## src/rtl/abs_sign_decoder.sv

```systemverilog
// abs_sign_decoder
//   Iterative sign-magnitude decoder. Splits an XLEN-bit two's-complement
//   operand into its sign and unsigned magnitude |A|, CHUNK bits per cycle,
//   rippling the +1 of the negation through a one-bit carry register.
//   Optional build macro: ABS_BYPASS_EN (non-negative operands skip RUN).
//
//   Handshake: a transfer happens on a rising edge where valid and ready are
//   both high; the producer keeps its data stable while valid is high and
//   ready is low, and out_valid stays high (with mag/sign/ovf frozen) until
//   out_ready is seen.
module abs_sign_decoder #(
   parameter int XLEN  = 64,
   parameter int CHUNK = 8
) (
   input  logic            clk,
   input  logic            rst,
   input  logic            in_valid,
   output logic            in_ready,
   input  logic [XLEN-1:0] A,
   output logic            out_valid,
   input  logic            out_ready,
   output logic [XLEN-1:0] mag,
   output logic            sign,
   output logic            ovf,
   output logic [1:0]      dbg_state
);

   localparam int NCHUNK = XLEN / CHUNK;
   localparam int IDXW   = (NCHUNK > 1) ? $clog2(NCHUNK) : 1;
   localparam logic [IDXW-1:0] LAST_IDX = IDXW'(NCHUNK - 1);
   localparam logic [XLEN-1:0] MOST_NEG = {1'b1, {(XLEN-1){1'b0}}};

   typedef enum logic [1:0] {
      S_IDLE = 2'd0,
      S_RUN  = 2'd1,
      S_DONE = 2'd2
   } state_t;

   state_t          state_q, state_d;
   logic [XLEN-1:0] a_q;
   logic [XLEN-1:0] mag_q;
   logic            sign_q;
   logic            carry_q;
   logic [IDXW-1:0] idx_q;

   logic            accept;
   logic [CHUNK-1:0] a_chunk;
   logic [CHUNK:0]   sum;
   logic [CHUNK-1:0] new_chunk;

   assign accept    = (state_q == S_IDLE) && in_valid;
   assign in_ready  = (state_q == S_IDLE);
   assign out_valid = (state_q == S_DONE);
   assign mag       = mag_q;
   assign sign      = sign_q;
   assign ovf       = (state_q == S_DONE) && sign_q && (mag_q == MOST_NEG);
   assign dbg_state = state_q;

   // Select the current chunk of the latched operand and form its negated value.
   always_comb begin
      a_chunk = '0;
      for (int k = 0; k < NCHUNK; k++) begin
         if (idx_q == IDXW'(k)) a_chunk = a_q[k*CHUNK +: CHUNK];
      end
      sum       = {1'b0, ~a_chunk} + {{CHUNK{1'b0}}, carry_q};
      new_chunk = sign_q ? sum[CHUNK-1:0] : a_chunk;
   end

   // State register.
   always_ff @(posedge clk) begin
      if (rst) state_q <= S_IDLE;
      else     state_q <= state_d;
   end

   // Next-state logic: IDLE -> RUN for XLEN/CHUNK cycles -> DONE until taken.
   always_comb begin
      state_d = state_q;
      case (state_q)
         S_IDLE: begin
            if (in_valid) begin
`ifdef ABS_BYPASS_EN
               state_d = A[XLEN-1] ? S_RUN : S_DONE;
`else
               state_d = S_RUN;
`endif
            end
         end
         S_RUN:   if (idx_q == LAST_IDX) state_d = S_DONE;
         S_DONE:  if (out_ready) state_d = S_IDLE;
         default: state_d = S_IDLE;
      endcase
   end

   // Datapath: latch the operand on accept, then rebuild mag one chunk per RUN cycle.
   always_ff @(posedge clk) begin
      if (rst) begin
         a_q     <= '0;
         mag_q   <= '0;
         sign_q  <= 1'b0;
         carry_q <= 1'b1;
         idx_q   <= '0;
      end else if (accept) begin
         a_q     <= A;
         sign_q  <= A[XLEN-1];
         carry_q <= 1'b1;
         idx_q   <= '0;
`ifdef ABS_BYPASS_EN
         if (!A[XLEN-1]) mag_q <= A;
`endif
      end else if (state_q == S_RUN) begin
         for (int k = 0; k < NCHUNK; k++) begin
            if (idx_q == IDXW'(k)) mag_q[k*CHUNK +: CHUNK] <= new_chunk;
         end
         // Carry out of the last chunk is simply dropped on the next accept.
         if (sign_q) carry_q <= sum[CHUNK];
         idx_q <= idx_q + IDXW'(1);
      end
   end

endmodule

```

## config.mk

```make
export PLATFORM = sky130hd
export DESIGN_NAME = abs_sign_decoder
export DESIGN_NICKNAME = d
export VERILOG_FILES = /design/src/rtl/abs_sign_decoder.sv
export SDC_FILE = /design/constraint.sdc
export NUM_CORES = 1
export LEC_CHECK = 0
export CORE_AREA = 2 2 113 115
export CTS_BUF_LIST = sky130_fd_sc_hd__clkbuf_8
export DETAILED_ROUTE_END_ITERATION = 10
export DIE_AREA = 0 0 115 117
export GPL_ROUTABILITY_DRIVEN = 0
export PLACE_DENSITY = 0.75
export SYNTH_ARGS = -nofsm -noshare
export SYNTH_HDL_FRONTEND = slang
export SYNTH_SLANG_ARGS = --single-unit
export TNS_END_PERCENT = 30
```

## constraint.sdc

```tcl
create_clock -name clk -period 8.3 [get_ports clk]
set_clock_uncertainty 0.15 [all_clocks]
set_input_delay 1.66 -clock clk [delete_from_list [all_inputs] [get_ports clk]]
set_output_delay 1.66 -clock clk [all_outputs]
set_load 0.005 [all_outputs]
```

==> impl_results.md <==
- Least-Margin Pin Slew: roughly 1100 ps
- GRT Total Usage: around a quarter
- CP Class: flip-flop to output port
- Most frequent cells in the layout: 226 x nand2_1, 136 x clkdlybuf4s50_1, 134 x dfxtp_1
- DRC Markers: 0
- Core ar.: roughly 12,000 µm²
- Fin Setup TNS: 0 ps
- CTS tree: yes
- Top Family by Delay on Critical Path: simple AND/OR/NAND/NOR gates
- Post-route insts no fill: ~1,000
- Area grow syn2layout: 30.7%
- Hold Buf Count CTS: 0
- DR pass1 iterations: 5
- Worst Hold Path EP: a_q[60]$_SDFFE_PP0P_
- Sink Count: 134
- DR vias/cell: 5.59
- Final hold slack: roughly 300 ps
- Slew headroom: 24.3%
- Syn nets: 836
- Fin. max-slew vios: 0
- Worst-case reg-to-reg path depth: 14
- H-tree depth: 4
- Yosys reg bits: around 130
- Post-synthesis sequential area ratio: a little under half
- EDFF count, synth: 0
- Avg Cell Area, Syn: between 7 and 8 µm²
- Worst EP required: about 6500 ps
- Run status: finished clean
- Final ANT Viol Nets: 0
- Total CTS buffers: 17
- Hold Path Depth: 2
- IO Pins: around 140
- Routed WL: approximately 17 mm
- Worst Hold Launch: a_q[60]$_SDFFE_PP0P_
- Gr ovfl total: 0
- Crit Reg-Reg Startpoint: idx_q[2]$_SDFFE_PP0P_
- Later-pin clock latency in the skew report: roughly 430 ps
- Largest net degree at the start of global routing: 76
- Rows: between 40 and 50
- CP cell instances: nor2b_1 > nor3b_1 > and4_1 > nand3_1 > nor4_1 > clkdlybuf4s50_1
- CP Capture Type: output port
- Crit path DAT: around 2700 ps
- Fmax: between 0.2 and 0.25 GHz
- Cell area after placement: between 7000 and 8000 µm²
- Worst reg-to-reg setup slack: ~3800 ps
- Synthesized instance count: 760
- Fill cell count: ~1,100
- Most used DFF post-synth: dfxtp_1
- Worst r2r dst: mag[61]$_SDFFE_PP0P_
- Clock Path Buffers: 2
- Final Hold Viols: 0
- Post-CTS setup buffer count: 0
- Yosys cell types: 54
- Initial core utilization: 47.4%
- Vias in the first global route: roughly 5,500
- CP Launch Point: dbg_state[1]$_SDFFE_PP0P_
- Setup-failing EPs final: 0
- Power Density: approximately 190 nW/µm²
- Leading cell type in the layout, fill and taps excluded: nand2_1
- Final instance area: 7630 µm²
- CP peak stage delay: approximately 560 ps
- Post-synthesis cell area: approximately 6000 µm²
- RSZ-0062 raised after global routing: false
- Cell taking the most area after synthesis: dfxtp_1
- Share of cells above drive strength 1: approximately 5.2%
- Die W: ~120 µm
- Clk slew on worst S/H paths: 70 ps
- YS warnings: 0
- Peak VDD IR: about 0.00013 V
- Clock root cell: clkbuf_8
- Post-CTS resize count: 0
- DP Cell Count: 998
- Via Count: slightly below 6,000
- Worst Path Buf+Inv: 1
- Leak: around 2.7 nW
- Critical-path maximum fanout: 5
- Asr flop ratio synth: 0%
- Final HPWL DP: 12.3 mm
- Tcrit/Tclk final: ~55%
- Max Cap Viol: 0
- Tmin final: roughly 4500 ps
- Critical-path top delay cell: clkdlybuf4s50_1
- Hold Path Class: flip-flop to flip-flop
- First-pass GRT wire length: roughly 27 mm
- Critical path startpoint category: flip-flop
- Iteration-0 DRC Markers: between 500 and 600
- Synth area leaders: dfxtp_1 46%, nand2_1 15%, a21oi_1 10%, nor2_1 2.7%, clkbuf_1 2.2%
- Die Area: ~13,000 µm²
- Buffers on Ports: around 140
- Final Util: a little over 60%
- Area fraction of the dominant cell type after synthesis: 45.9%
- Nets: roughly 940
- Initial antenna violation count: 0
- Die height: roughly 120 µm
- DR WL/cell: between 15 and 20 µm
- Ant diodes: 0
-- kinds of logic after synthesis --
group / after synthesis / share of synthesized area, %
fa+ha+maj: 8 / 1.71
xor+xnor: 7 / 1.05
compound gates: 184 / 18.8
mux: 1 / 0.171
flops: 134 / 45.9
simple gates: 361 / 27.7
buf+inv: 65 / 4.71
-- synthesized netlist by cell type, types with 3 or more instances --
| library cell | n |
|---|---|
| nand2_1 | 227 |
| dfxtp_1 | 134 |
| a21oi_1 | 118 |
| nor2_1 | 42 |
| clkbuf_1 | 35 |
| o21ai_0 | 20 |
| a211oi_1 | 17 |
| nand3b_1 | 16 |
| nor4_1 | 15 |
| nor3_1 | 12 |
| inv_1 | 11 |
| nand3_1 | 10 |
| buf_1 | 8 |
| ha_1 | 8 |
| nor2b_1 | 8 |
| nand2b_1 | 6 |
| buf_4 | 5 |
| nor4b_1 | 5 |
| o31ai_1 | 5 |
| xnor2_1 | 5 |
| a221oi_1 | 4 |
| and3_1 | 4 |
| buf_2 | 4 |
| and2_1 | 3 |
-- stage by stage --
step           power [mW]  setup slack, ps
6_report             1.47             3750
5_1_grt              1.52             3570
4_1_cts              1.47             3750
3_5_place_dp        0.895             3940
3_3_place_gp        0.889             4100
2_1_floorplan       0.814             5090
-- where the power goes --
| part | internal [mW] | switching (mW) | leakage, nW | total [mW] |
|---|---|---|---|---|
| Combinational | 0.0824 | 0.111 | 1.36 | 0.194 |
| Clock | 0.333 | 0.251 | 0.225 | 0.585 |
| Sequential | 0.668 | 0.0205 | 1.09 | 0.688 |
-- layout make-up --
| class | count | area [µm²] | area share [%] |
|---|---|---|---|
| flip-flops and latches | 134 | 2680 | 35.1 |
| clock inverters | 14 | 185 | 2.43 |
| repair buffers | 141 | 1400 | 18.3 |
| multi-input cells | 561 | 2890 | 37.8 |
| well taps | 150 | 188 | 2.46 |
| clock buffers | 18 | 248 | 3.24 |
| inverters | 12 | 45.0 | 0.590 |
-- metal layers --
layer	wire length, µm	global-route usage, %
met1	7240	32.3
met2	8150	43.0
met3	1180	5.92
met4	512	10.7
met5	0	0
-- worst max path at each step --
| stage | depth (start not counted) | to | slack (ps) |
|---|---|---|---|
| floorplan | 16 | mag[61]$_SDFFE_PP0P_ | 5090 |
| global placement | 9 | mag[55]$_SDFFE_PP0P_ | 4100 |
| detailed placement | 14 | mag[61]$_SDFFE_PP0P_ | 3940 |
| CTS | 6 | ovf | 3750 |
| global route | 14 | mag[61]$_SDFFE_PP0P_ | 3570 |
| finish | 6 | ovf | 3750 |
-- sequential cells by signal, indices dropped and copies added (netlist names) --
name	cells
a_q	64
carry_q	1
dbg_state	2
idx_q	3
mag	64
-- worst register-to-register path, stage by stage, from the launching register on --
cell and delay, ps:
dfxtp_1 840, inv_2 220, ha_1 450, nand2_1 160
o21ai_0 90, mux2i_1 160, nor2_1 60, a211oi_1 230
o31a_1 220, ha_1 180, nand3_1 140, o31ai_1 320
xor2_1 800, o21ai_1 160, nor2b_1 170
Note: power is estimated with default switching activity, not from simulation.
